File: config.mk
export PLATFORM = sky130hd
export DESIGN_NAME = imm_ext_stage_flat
export DESIGN_NICKNAME = d
export VERILOG_FILES = /design/src/rtl/imm_ext_if.sv /design/src/rtl/imm_ext_stage.sv /design/src/flat_wrapper.sv
export SDC_FILE = /design/constraint.sdc
export NUM_CORES = 1
export LEC_CHECK = 0
export BUFFER_PORTS_ARGS = -buffer_cell sky130_fd_sc_hd__clkbuf_2
export CAP_MARGIN = 20
export CORE_MARGIN = 5
export CORE_UTILIZATION = 55
export CTS_CLUSTER_DIAMETER = 30
export DETAILED_ROUTE_END_ITERATION = 6
export PLACE_DENSITY_LB_ADDON = 0.25
export SLEW_MARGIN = 30
export SYNTH_ARGS = -nofsm -noshare
export SYNTH_HDL_FRONTEND = slang
export SYNTH_SLANG_ARGS = --single-unit
File: constraint.sdc
create_clock -name clk -period 2.6 [get_ports clk]
set_input_delay 0.13 -clock clk [delete_from_list [all_inputs] [get_ports clk]]
set_output_delay 0.13 -clock clk [all_outputs]
set_load 0.01 [all_outputs]
File: src/rtl/imm_ext_if.sv
// Stream bundle for the immediate-extension stage: upstream offer side and
// downstream execute side, each with a valid/ready handshake.
interface imm_ext_if #(
   parameter int DATA_W = 16
);
   logic              in_valid;
   logic              in_ready;
   logic [DATA_W-1:0] in_instr;
   logic [DATA_W-1:0] in_pc;
   logic [2:0]        in_sel;
   logic              out_valid;
   logic              out_ready;
   logic [DATA_W-1:0] out_instr;
   logic [DATA_W-1:0] out_pc;
   logic [DATA_W-1:0] out_imm;
   logic              out_err;

   modport slave (
      input  in_valid, in_instr, in_pc, in_sel, out_ready,
      output in_ready, out_valid, out_instr, out_pc, out_imm, out_err
   );

   modport master (
      output in_valid, in_instr, in_pc, in_sel, out_ready,
      input  in_ready, out_valid, out_instr, out_pc, out_imm, out_err
   );
endinterface

File: src/rtl/imm_ext_stage.sv
// Decode-to-execute immediate generation with a two-entry skid buffer,
// pipeline flush and a saturating illegal-select counter.
//
// state   | meaning
// --------+-----------------------------------------------
// S_EMPTY | no entry held, out_valid low
// S_ONE   | main register holds an entry
// S_FULL  | main and skid both hold entries, in_ready low
module imm_ext_stage #(
   parameter int DATA_W = 16,
   parameter int CNT_W  = 8
) (
   input  logic             clk,
   input  logic             rst,
   input  logic             flush,
   imm_ext_if.slave         bus,
   output logic [CNT_W-1:0] err_count
);
   typedef enum logic [1:0] {S_EMPTY, S_ONE, S_FULL} state_t;

   typedef struct packed {
      logic [DATA_W-1:0] instr;
      logic [DATA_W-1:0] pc;
      logic [DATA_W-1:0] imm;
      logic              err;
   } entry_t;

   state_t            state_q, state_nxt;
   entry_t            main_q, skid_q, in_entry;
   logic              in_ready_q;
   logic              out_valid_w;
   logic              accept, retire;
   logic              load_main, load_skid, skid_to_main;
   logic [DATA_W-1:0] ext_imm;
   logic              ext_err;

   // An entry offered during a flush is dropped, so it never counts as accepted.
   assign accept = bus.in_valid && in_ready_q && !flush;
   assign retire = out_valid_w && bus.out_ready;

   // Immediate extension from the select code, ahead of the registers.
   always_comb begin
      ext_imm = '0;
      ext_err = 1'b0;
      case (bus.in_sel)
         3'b000:  ext_imm = {{(DATA_W-5){1'b0}}, bus.in_instr[4:0]};
         3'b001:  ext_imm = {{(DATA_W-8){1'b0}}, bus.in_instr[7:0]};
         3'b010:  ext_imm = {{(DATA_W-5){bus.in_instr[4]}}, bus.in_instr[4:0]};
         3'b100:  ext_imm = {{(DATA_W-8){bus.in_instr[7]}}, bus.in_instr[7:0]};
         3'b110:  ext_imm = {{(DATA_W-11){bus.in_instr[10]}}, bus.in_instr[10:0]};
         default: ext_err = 1'b1;
      endcase
   end

   assign in_entry = '{instr: bus.in_instr, pc: bus.in_pc, imm: ext_imm, err: ext_err};

   // State register; in_ready is decoded from the next state so it leaves a flop.
   always_ff @(posedge clk) begin
      if (rst) begin
         state_q    <= S_EMPTY;
         in_ready_q <= 1'b1;
      end else begin
         state_q    <= state_nxt;
         in_ready_q <= (state_nxt != S_FULL);
      end
   end

   // Next-state decode; flush overrides the handshake outcome.
   always_comb begin
      state_nxt = state_q;
      case (state_q)
         S_EMPTY: if (accept) state_nxt = S_ONE;
         S_ONE: begin
            if (accept && !retire)      state_nxt = S_FULL;
            else if (retire && !accept) state_nxt = S_EMPTY;
         end
         S_FULL:  if (retire) state_nxt = S_ONE;
         default: state_nxt = S_EMPTY;
      endcase
      if (flush) state_nxt = S_EMPTY;
   end

   // Output and datapath-steering decode of the current state.
   always_comb begin
      out_valid_w  = (state_q != S_EMPTY);
      load_main    = ((state_q == S_EMPTY) && accept) ||
                     ((state_q == S_ONE) && accept && retire);
      load_skid    = (state_q == S_ONE) && accept && !retire;
      skid_to_main = (state_q == S_FULL) && retire;
   end

   // Entry storage: main drives the outputs, skid catches one extra entry.
   always_ff @(posedge clk) begin
      if (rst) begin
         main_q <= '0;
         skid_q <= '0;
      end else begin
         if (load_main)         main_q <= in_entry;
         else if (skid_to_main) main_q <= skid_q;
         if (load_skid)         skid_q <= in_entry;
      end
   end

   // Illegal-select counter, saturating, survives flush.
   always_ff @(posedge clk) begin
      if (rst)
         err_count <= '0;
      else if (accept && ext_err && (err_count != {CNT_W{1'b1}}))
         err_count <= err_count + CNT_W'(1);
   end

   assign bus.in_ready  = in_ready_q;
   assign bus.out_valid = out_valid_w;
   assign bus.out_instr = main_q.instr;
   assign bus.out_pc    = main_q.pc;
   assign bus.out_imm   = main_q.imm;
   assign bus.out_err   = main_q.err;
endmodule

File: src/flat_wrapper.sv
// flat-port wrapper written by rule: the top's interface ports become plain ports
module imm_ext_stage_flat 
#(
   parameter int DATA_W = 16,
   parameter int CNT_W  = 8
)
  (clk, rst, flush, err_count, bus_in_valid, bus_in_instr, bus_in_pc, bus_in_sel, bus_out_ready, bus_in_ready, bus_out_valid, bus_out_instr, bus_out_pc, bus_out_imm, bus_out_err);
  imm_ext_if #(.DATA_W(DATA_W)) bus_i ();
  input  logic clk;
  input  logic rst;
  input  logic flush;
  output logic [CNT_W-1:0] err_count;
  input wire logic [$bits(bus_i.in_valid)-1:0] bus_in_valid;
  input wire logic [$bits(bus_i.in_instr)-1:0] bus_in_instr;
  input wire logic [$bits(bus_i.in_pc)-1:0] bus_in_pc;
  input wire logic [$bits(bus_i.in_sel)-1:0] bus_in_sel;
  input wire logic [$bits(bus_i.out_ready)-1:0] bus_out_ready;
  output wire logic [$bits(bus_i.in_ready)-1:0] bus_in_ready;
  output wire logic [$bits(bus_i.out_valid)-1:0] bus_out_valid;
  output wire logic [$bits(bus_i.out_instr)-1:0] bus_out_instr;
  output wire logic [$bits(bus_i.out_pc)-1:0] bus_out_pc;
  output wire logic [$bits(bus_i.out_imm)-1:0] bus_out_imm;
  output wire logic [$bits(bus_i.out_err)-1:0] bus_out_err;
  assign bus_i.in_valid = bus_in_valid;
  assign bus_i.in_instr = bus_in_instr;
  assign bus_i.in_pc = bus_in_pc;
  assign bus_i.in_sel = bus_in_sel;
  assign bus_i.out_ready = bus_out_ready;
  assign bus_in_ready = bus_i.in_ready;
  assign bus_out_valid = bus_i.out_valid;
  assign bus_out_instr = bus_i.out_instr;
  assign bus_out_pc = bus_i.out_pc;
  assign bus_out_imm = bus_i.out_imm;
  assign bus_out_err = bus_i.out_err;
  imm_ext_stage #(.DATA_W(DATA_W), .CNT_W(CNT_W)) u_core (.clk(clk), .rst(rst), .flush(flush), .bus(bus_i), .err_count(err_count));
endmodule
==> impl_metrics.json, run 1 <==
{
  "outcome": "completed",
  "relSlewSlack": 0.470,
  "cp-start-kind": "register",
  "min_from": "bus_in_pc[15]",
  "grt_pass1_wl_mm": 16.1,
  "syn_area_sq_um": 4020,
  "vdd_drop_max_mv": 0.340,
  "rsz0062_at_grt": "no",
  "vias": 3818,
  "ys.flop_type": "dfxtp_1",
  "drive_above_1_share": 0.219,
  "syn_to_final_growth_pct": 19.6,
  "power_density_nw_per_um2": 591,
  "layout.nets": 636,
  "synth.net_count": 551,
  "critPathKind": "register to register",
  "worst_hold_slack_ps": 8.81,
  "overflow": 0,
  "stdcell_area_sq_um": 4800,
  "slew_viol_final": 0,
  "timing.final.crit_share": 0.795,
  "synthXorXnorAreaFrac": 0.00436,
  "power.total_w": 0.00284,
  "postPlaceCellArea_sq_um": 4520,
  "p_sw_w": 0.000716,
  "synth_fa_ha_area_frac": 0.00312,
  "postCtsSetupRepairBufs": 0,
  "min_path_type": "input port to register",
  "die_w_um": 95.4,
  "place_hpwl_mm": 6.81,
  "grt_pass1_vias": 3541,
  "synthMuxAreaShare": 0.0162,
  "drc_errors": 0,
  "ant_nets": 0,
  "routedWlPerCell_um": 14.4,
  "num-fill-cells": 628,
  "async_flop_share": 0,
  "sequentialPowerShare": 0.560,
  "synth-edff-count": 0,
  "grt.total_usage": 0.219,
  "synth-compound-area-share": 0.117,
  "cts_buffer_depth": 2,
  "clkPwrFrac": 0.340,
  "synth_top_cell_area_share": 0.494,
  "grt_max_degree": 47,
  "clk_pin_slew_ps": 100,
  "ys_top_cells_by_area": "dfxtp_1 49%, nor2_1 9.9%, nand2_1 8.2%, a21oi_1 6.4%, nor4_1 5.3%",
  "cts-htree-levels": 3,
  "finalNonFillerCells": 698,
  "p_int_w": 0.00212,
  "clock_latency_ps": 350,
  "rr_startpoint": "u_core.state_q[1]$_SDFF_PP0_",
  "setup_tns_ps": 0,
  "cap_violations": 0,
  "clock_sinks": 99,
  "cts_made_buffers": 9,
  "synth_cell_types": 42,
  "finalWirelength_mm": 10.0,
  "synthTopCellsByCount": "106 x nor2_1, 99 x dfxtp_1, 88 x nand2_1, 51 x a21oi_1, 34 x nor4_1",
  "viasPerCell": 5.47,
  "synth_cells": 510,
  "pin_count": 99,
  "cp_data_required_time_ps": 2850,
  "dp_cells": 674,
  "final_hold_viol_count": 0,
  "n_antenna_cell": 0,
  "die_area_sq_um": 9110,
  "fp.coreArea_sq_um": 7180,
  "globalplace.congestion": 0.783,
  "synth_top_family_by_area": "simple AND/OR/NAND/NOR gates",
  "yosys.area_share.simple": 0.317,
  "timing.fmax_ghz": 0.484,
  "setup_viol_count_final": 0,
  "antenna_found_initial": 0,
  "yosysWarnings": 0,
  "cts_tree": "yes",
  "switching_share": 0.252,
  "io_buffers": 98,
  "initial_utilization": 0.560,
  "rows": 31,
  "synth.avg_cell_area_sq_um": 7.87,
  "p_leak_nw": 2.00,
  "combinationalPowerShare": 0.100,
  "seq_area_frac_synth": 0.494,
  "cp_max_fo": 20,
  "synth_top_area_cell": "dfxtp_1",
  "startpoint": "u_core.state_q[1]$_SDFF_PP0_",
  "ys_ff_latch": 99,
  "fin_crit_ps": 2070,
  "drtIter0Drc": 215,
  "worst_pin_slew_ps": 792,
  "firstDrtPassIters": 5,
  "endpoint_kind": "register",
  "cp.arrival_ps": 2320,
  "cts_root_buf": "clkbuf_8",
  "die_h_um": 95.4,
  "fin_skew_ps": 10.0,
  "yosysMostFrequentCell": "nor2_1"
}
==> layout make-up <==
type	count	area [sq um]	share of cell area
sequential	99	1980	0.413
timing repair buffer	116	648	0.135
clock inverter	6	65.1	0.0135
multi-input combinational	366	1850	0.385
tap	99	124	0.0258
clock buffer	9	124	0.0258
inverter	3	11.3	0.00234
==> final timing paths <==
check | slack (ps) | end | cells after the start
setup / recovery | 530 | u_core.bus.out_instr[12]$_SDFFE_PP0P_ | 5
hold / removal | 9 | u_core.skid_q[32]$_SDFFE_PP0P_ | 3
setup reg to reg | 530 | u_core.bus.out_instr[12]$_SDFFE_PP0P_ | 5
hold reg to reg | 460 | u_core.skid_q[9]$_SDFFE_PP0P_ | 2
==> kinds of logic after synthesis <==
group | count (synthesis)
AOI/OAI and AO/OA | 78
xor gates and xnor gates | 2
adders and majority gates | 1
DFF | 99
muxes | 6
and+or+nand+nor | 279
buffers and inverters | 45
==> state kept, by name, indices dropped and copies added, names as in the netlist <==
| name | flops |
|---|---|
| u_core.skid_q | 44 |
| u_core.bus.in_ready | 1 |
| u_core.bus.out_err | 1 |
| u_core.bus.out_instr | 16 |
| u_core.bus.out_pc | 16 |
| u_core.bus.out_imm | 11 |
| u_core.err_count | 8 |
| u_core.state_q | 2 |
==> power groups by stage <==
stage	sequential (W)	clock [W]	combinational, W
after floorplan	0.00164	0	0.000134
after global placement	0.00162	0	0.000267
after detailed placement	0.00162	0	0.000274
after CTS	0.00159	0.000983	0.000286
after global routing	0.00159	0.00104	0.000314
final	0.00159	0.000963	0.000285
==> cell usage in the layout (no fill, tap or decap), drive strengths merged, types with 2 or more instances in the layout <==
cell | Yosys | routed
nand2b | 3 | 3
and3b | 3 | 3
a211oi | 4 | 4
dlygate4sd3 | 0 | 9
nor2 | 106 | 106
and2 | 5 | 5
dfxtp | 99 | 99
mux2i | 2 | 2
a311oi | 3 | 3
inv | 3 | 5
buf | 16 | 10
nor4 | 34 | 34
o21ai | 4 | 4
nor3 | 6 | 6
or3 | 11 | 11
a21oi | 51 | 51
o31ai | 2 | 2
clkinv | 0 | 2
a221o | 5 | 5
a31oi | 4 | 4
nand3b | 3 | 3
nand2 | 88 | 88
o21a | 2 | 2
mux2 | 4 | 4
nand3 | 13 | 13
clkbuf | 26 | 106
==> critical path, cell delays in order, from the launching register on <==
cell and delay, ps:
dfxtp_1 540, nand3b_1 450, o31ai_4 350, buf_4 370, nor2_1 80, nor4_1 180
==> metrics by stage <==
stage	worst slack (ps)	utilization
floorplan	965	-
global placement	710	0.630
detailed placement	560	0.630
CTS	529	0.669
global route	290	0.669
finish	532	0.669
==> layer usage <==
metal / global-route usage / wire length, um / up-vias
li1: - / - / 1908
met1: 0.277 / 4480 / 1793
met2: 0.381 / 4870 / 105
met3: 0.0363 / 579 / 12
met4: 0.0687 / 110 / 0
met5: 0 / 0 / -
==> repair_timing <==
item	4_1_cts	5_1_grt
hold buffers	9	0
endpoints found under the hold margin	10	0
setup endpoints to repair	0	0
gates resized for setup	0	0
(Power assumes the default switching activity.)
==> inputs of run 2 (changes only) <==
--- a/config.mk
+++ b/config.mk
@@ -8,7 +8,7 @@
 export BUFFER_PORTS_ARGS = -buffer_cell sky130_fd_sc_hd__clkbuf_2
 export CAP_MARGIN = 20
 export CORE_MARGIN = 5
-export CORE_UTILIZATION = 55
+export CORE_UTILIZATION = 48
 export CTS_CLUSTER_DIAMETER = 30
 export DETAILED_ROUTE_END_ITERATION = 6
 export PLACE_DENSITY_LB_ADDON = 0.25
==> constraint.sdc (replaced) <==
create_clock -name clk -period 1.8 [get_ports clk]
set_input_delay 0.09 -clock clk [delete_from_list [all_inputs] [get_ports clk]]
set_output_delay 0.09 -clock clk [all_outputs]
set_load 0.01 [all_outputs]
==> run 2 against run 1 <==
Against the previous run: first-iteration DRC count is 20% lower; non-clock buffer count is 32 higher; largest power group unchanged; critical path type is now input port to register; sequential share of layout area is 2.7 points lower; sequential power is 44% higher; count of clock-buffer cells in the layout is 1 higher; via count is 2.9% higher; largest cell class unchanged; core utilization is 4.0 points lower; clock power is 56% higher; clock skew hardly changed.
==> impl_metrics.json, run 2 (synthesis results as in run 1) <==
{
  "firstDrtPassIters": 4,
  "power_density_nw_per_um2": 828,
  "drive_above_1_share": 0.228,
  "io_buffers": 98,
  "grt_pass1_vias": 3586,
  "globalplace.congestion": 0.794,
  "fin_crit_ps": 1730,
  "cts_root_buf": "clkbuf_8",
  "cts-htree-levels": 3,
  "p_leak_nw": 2.16,
  "critPathKind": "input port to register",
  "die_area_sq_um": 10300,
  "cp_max_fo": 16,
  "num-fill-cells": 724,
  "cts_tree": "yes",
  "grt.total_usage": 0.203,
  "clock_sinks": 99,
  "final_hold_viol_count": 0,
  "setup_tns_ps": 0,
  "outcome": "completed",
  "crit_slowest_cell": "dlygate4sd3_1",
  "overflow": 0,
  "worst_pin_slew_ps": 536,
  "die_w_um": 101,
  "rows": 33,
  "n_antenna_cell": 0,
  "vdd_drop_max_mv": 0.473,
  "final_common_cell": "nor2_1",
  "clk_pin_slew_ps": 90,
  "cts_made_buffers": 9,
  "finalWirelength_mm": 10.6,
  "cp_cell_sequence": "dlygate4sd3_1 -> clkbuf_2 -> nand3b_4 -> or3_4 -> or3_1 -> a31oi_1",
  "endpoint_kind": "register",
  "rsz0062_at_grt": "no",
  "die_h_um": 101,
  "timing.final.crit_share": 0.961,
  "hold_depth": 3,
  "place_hpwl_mm": 7.13,
  "ff2ff_path_depth": 6,
  "slew_viol_final": 0,
  "cap_violations": 0,
  "cp-start-kind": "input port",
  "routedWlPerCell_um": 14.4,
  "fin_skew_ps": 10.4,
  "vias": 3930,
  "cp.arrival_ps": 1990,
  "worst_hold_slack_ps": 9.83,
  "max_stage_delay_ps": 530,
  "grt_pass1_wl_mm": 17.1,
  "ant_nets": 0,
  "cts_buffer_depth": 2,
  "setup_viol_count_final": 0,
  "min_path_type": "input port to register",
  "pin_count": 99,
  "layout_common_cells": "106 x nor2_1, 99 x dfxtp_1, 97 x clkbuf_2, 88 x nand2_1, 51 x a21oi_1",
  "syn_to_final_growth_pct": 28.1,
  "cp_data_required_time_ps": 2060,
  "initial_utilization": 0.491,
  "antenna_found_initial": 0,
  "relSlewSlack": 0.641,
  "clock_latency_ps": 340,
  "largest_register": "u_core.skid_q",
  "drtIter0Drc": 173,
  "grt_max_degree": 49,
  "layout.nets": 668,
  "largest_reg_flops": 44,
  "timing.fmax_ghz": 0.578,
  "fp.coreArea_sq_um": 8180,
  "drc_errors": 0,
  "viasPerCell": 5.34
}
run 2: cell type report:
cell class / count / area [sq um] / share of cell area
Clock buffer: 10 / 128 / 0.0248
Sequential cell: 99 / 1980 / 0.385
Clock inverter: 5 / 78.8 / 0.0153
Inverter: 3 / 11.3 / 0.00219
Tap cell: 105 / 131 / 0.0255
Multi-Input combinational cell: 366 / 1860 / 0.361
Timing Repair Buffer: 148 / 955 / 0.186
run 2: worst paths after layout:
| path | startpoint | to | slack, ps |
|---|---|---|---|
| setup / recovery | flush | u_core.bus.out_imm[9]$_SDFFE_PP0P_ | 70 |
| hold / removal | bus_in_instr[10] | u_core.skid_q[43]$_SDFFE_PP0P_ | 10 |
| hold reg to reg | u_core.skid_q[5]$_SDFFE_PP0P_ | u_core.skid_q[5]$_SDFFE_PP0P_ | 450 |
| setup reg to reg | u_core.err_count[0]$_SDFFE_PP0P_ | u_core.err_count[7]$_SDFFE_PP0P_ | 140 |
run 2: worst max-delay path: cells and delay by family:
kind / cells / cell delay (ps)
simple gates: 3 / 1080
compound gates: 1 / 160
buf+inv: 2 / 670
run 2: what timing repair did:
item / 4_1_cts / 5_1_grt
endpoints found under the hold margin: 30 / 0
resized for setup: 1 / 2
pin swaps: 1 / 0
buffers inserted: 1 / 0
endpoints found under the setup margin: 3 / 3
hold buffers: 29 / 0
run 2: stage by stage:
step / instance area [sq um] / cells / total power, W / setup slack, ps / util
detailed placement: 4630 / 691 / 0.00276 / -14.9 / 0.566
floorplan: 4020 / 510 / 0.00256 / 165 / -
finish: 5140 / 736 / 0.00426 / 70.6 / 0.629
global route: 5140 / 736 / 0.00444 / 33.0 / 0.629
CTS: 5130 / 736 / 0.00430 / 91.2 / 0.628
global placement: 4630 / 691 / 0.00275 / 79.1 / 0.566
run 2: power by group:
| part | switching (W) | internal [W] | leakage (nW) |
|---|---|---|---|
| Combinational | 0.000257 | 0.000209 | 1.25 |
| Sequential | 0.0000376 | 0.00226 | 0.805 |
| Clock | 0.000726 | 0.000775 | 0.106 |
| Total | 0.00102 | 0.00324 | 2.16 |
run 2: layer usage:
layer	global-route usage	wire length, um
met3	0.0406	546
met2	0.332	5180
met5	0	0
met1	0.269	4710
met4	0.0675	145
==> inputs of run 3 (changes only) <==
--- a/config.mk
+++ b/config.mk
@@ -5,11 +5,12 @@
 export SDC_FILE = /design/constraint.sdc
 export NUM_CORES = 1
 export LEC_CHECK = 0
+export ABC_AREA = 1
 export BUFFER_PORTS_ARGS = -buffer_cell sky130_fd_sc_hd__clkbuf_2
 export CAP_MARGIN = 20
 export CORE_MARGIN = 5
-export CORE_UTILIZATION = 48
-export CTS_CLUSTER_DIAMETER = 30
+export CORE_UTILIZATION = 49
+export CTS_CLUSTER_DIAMETER = 200
 export DETAILED_ROUTE_END_ITERATION = 6
 export PLACE_DENSITY_LB_ADDON = 0.25
 export SLEW_MARGIN = 30
==> run 3 against run 2 <==
Against the previous run: cell area increased by 3.0%; core utilization down 2.2 points; worst hold slack improved by 5.9 ps; via count up 0.13%; largest power group unchanged.
==> impl_metrics.json, run 3 <==
{
  "drc_errors": 0,
  "fin_crit_ps": 1600,
  "io_buffers": 98,
  "dp_slack_ps": 222,
  "finalWirelength_mm": 10.4,
  "synth.avg_cell_area_sq_um": 7.71,
  "die_h_um": 105,
  "final_common_cell": "nor2_1",
  "final_hold_viol_count": 0,
  "path_delay_family": "compound AO/OA/AOI/OAI gates",
  "p_int_w": 0.00336,
  "cap_violations": 0,
  "fin_skew_ps": 13.4,
  "outcome": "completed",
  "cts-resized-gates": 0,
  "drive_above_1_share": 0.257,
  "critPathKind": "register to register",
  "crit_slowest_cell": "o21ai_1",
  "ant_nets": 0,
  "ys_ff_latch": 99,
  "clk_pin_slew_ps": 100,
  "setup_tns_ps": 0,
  "async_flop_share": 0,
  "timing.final.crit_share": 0.888,
  "initial_utilization": 0.502,
  "n_antenna_cell": 0,
  "synth.net_count": 609,
  "synth_cell_types": 34,
  "ys.flop_type": "dfxtp_1",
  "power.total_w": 0.00443,
  "grt_max_degree": 63,
  "overflow": 0,
  "seq_area_frac_synth": 0.452,
  "synth_top_area_cell": "dfxtp_1",
  "p_leak_nw": 2.46,
  "setup_viol_count_final": 0,
  "globalplace.congestion": 0.842,
  "synth-edff-count": 0,
  "grt_pass1_wl_mm": 17.7,
  "min_path_type": "input port to register",
  "layout.nets": 712,
  "grt_pass1_vias": 3789,
  "postCtsSetupRepairBufs": 0,
  "cp-start-kind": "register",
  "ys_top_cells_by_area": "dfxtp_1 45%, nor2_1 13%, o21ai_0 8.0%, nor3_2 6.9%, nand2_1 5.2%",
  "vias": 3935,
  "cts_root_buf": "clkbuf_8",
  "die_area_sq_um": 10900,
  "slew_viol_final": 0,
  "viasPerCell": 5.02,
  "grt.total_usage": 0.193,
  "largest_reg_flops": 44,
  "cts_tree": "yes",
  "combinationalPowerShare": 0.113,
  "cts-htree-levels": 3,
  "largest_register": "u_core.skid_q",
  "relSlewSlack": 0.661,
  "die_w_um": 105,
  "firstDrtPassIters": 4,
  "yosysMostFrequentCell": "nor2_1",
  "cp.arrival_ps": 1880,
  "rows": 34,
  "rsz0062_at_grt": "no",
  "power_density_nw_per_um2": 837,
  "syn_to_final_growth_pct": 21.0,
  "cts_buffer_depth": 2,
  "max_stage_delay_ps": 450,
  "vdd_drop_max_mv": 0.372,
  "timing.fmax_ghz": 0.626,
  "place_hpwl_mm": 7.19,
  "p_sw_w": 0.00107,
  "fin_ws_ps": 201,
  "critPathBufInv": 0,
  "antenna_found_initial": 0,
  "fp.coreArea_sq_um": 8720,
  "worst_pin_slew_ps": 505,
  "synth_top_cell_area_share": 0.452,
  "layout_common_cells": "149 x nor2_1, 99 x dfxtp_1, 98 x clkbuf_2, 70 x o21ai_0, 61 x nand2_1",
  "num-fill-cells": 791,
  "sequentialPowerShare": 0.518,
  "cp_cell_sequence": "ha_1 -> nand3_2 -> o21ai_1 -> nand2_1 -> a21oi_1",
  "pin_count": 99,
  "cp_data_required_time_ps": 2080,
  "clkPwrFrac": 0.370,
  "endpoint_kind": "register",
  "yosysWarnings": 0,
  "cp_max_fo": 8,
  "clock_sinks": 99,
  "synthTopCellsByCount": "149 x nor2_1, 99 x dfxtp_1, 70 x o21ai_0, 61 x nand2_1",
  "cts_made_buffers": 9,
  "clock_latency_ps": 360,
  "drtIter0Drc": 161,
  "routedWlPerCell_um": 13.2,
  "switching_share": 0.242,
  "syn_area_sq_um": 4380,
  "synth_cells": 568
}
-- run 3: changes by cell type after synthesis, moves of 21 or more --
cell | before | now
nor3_2 | 0 | 30
inv_1 | 3 | 26
nand2_1 | 88 | 61
nor2_1 | 106 | 149
nor4_1 | 34 | 0
a21oi_1 | 51 | 30
o21ai_0 | 3 | 70
-- run 3: path summary, 6_finish.rpt --
check,slack [ps],cells after the start,start,to
max,200,5,u_core.err_count[0]$_SDFFE_PP0P_,u_core.err_count[2]$_SDFFE_PP0P_
min,20,3,bus_in_pc[1],u_core.skid_q[18]$_SDFFE_PP0P_
max reg2reg,200,5,u_core.err_count[0]$_SDFFE_PP0P_,u_core.err_count[2]$_SDFFE_PP0P_
min reg2reg,470,2,u_core.skid_q[5]$_SDFFE_PP0P_,u_core.skid_q[5]$_SDFFE_PP0P_
-- run 3: what timing repair did --
| item | CTS | global route |
|---|---|---|
| endpoints found under the hold margin | 21 | 0 |
| hold buffers | 21 | 0 |
| endpoints found under the setup margin | 0 | 0 |
-- run 3: per-stage QoR --
stage	instances	utilization	hold WS [ps]	area [sq um]
detailed placement	747	0.556	336	4850
global route	784	0.608	9.88	5300
global placement	747	0.556	341	4850
CTS	784	0.608	1.42	5300
floorplan	568	-	225	4380
finish	784	0.608	15.7	5300
-- run 3: cell families after synthesis --
| kind of cell | synth area share |
|---|---|
| compound gates | 0.144 |
| xor+xnor | 0.00600 |
| fa+ha+maj | 0.00286 |
| buf+inv | 0.0845 |
| flops | 0.452 |
| simple gates | 0.310 |
-- run 3: layout make-up --
| class | instances | area, sq um | share of cell area |
|---|---|---|---|
| multi-input combinational | 401 | 2030 | 0.383 |
| timing repair buffer | 128 | 793 | 0.150 |
| inverter | 32 | 123 | 0.0231 |
| sequential | 99 | 1980 | 0.374 |
| clock inverter | 3 | 68.8 | 0.0130 |
| tap | 108 | 135 | 0.0255 |
| clock buffer | 13 | 169 | 0.0319 |
-- run 3: power by group through the flow --
stage	clock network [W]	registers [W]	logic, W
after floorplan	0	0.00237	0.000264
after global placement	0	0.00235	0.000460
after detailed placement	0	0.00235	0.000466
after CTS	0.00169	0.00230	0.000503
after global routing	0.00178	0.00231	0.000558
final	0.00164	0.00230	0.000499
-- run 3: worst min-delay path, delay by kind of cell --
kind | cells | cell delay [ps]
and+or+nand+nor | 2 | 140
buffers and inverters | 1 | 90
-- run 3: per-layer routing --
layer	vias to the layer above	GRT usage	wire, um
li1	2046	-	-
met1	1757	0.256	4810
met2	113	0.308	4690
met3	19	0.0487	628
met4	0	0.0629	224
met5	-	0	0
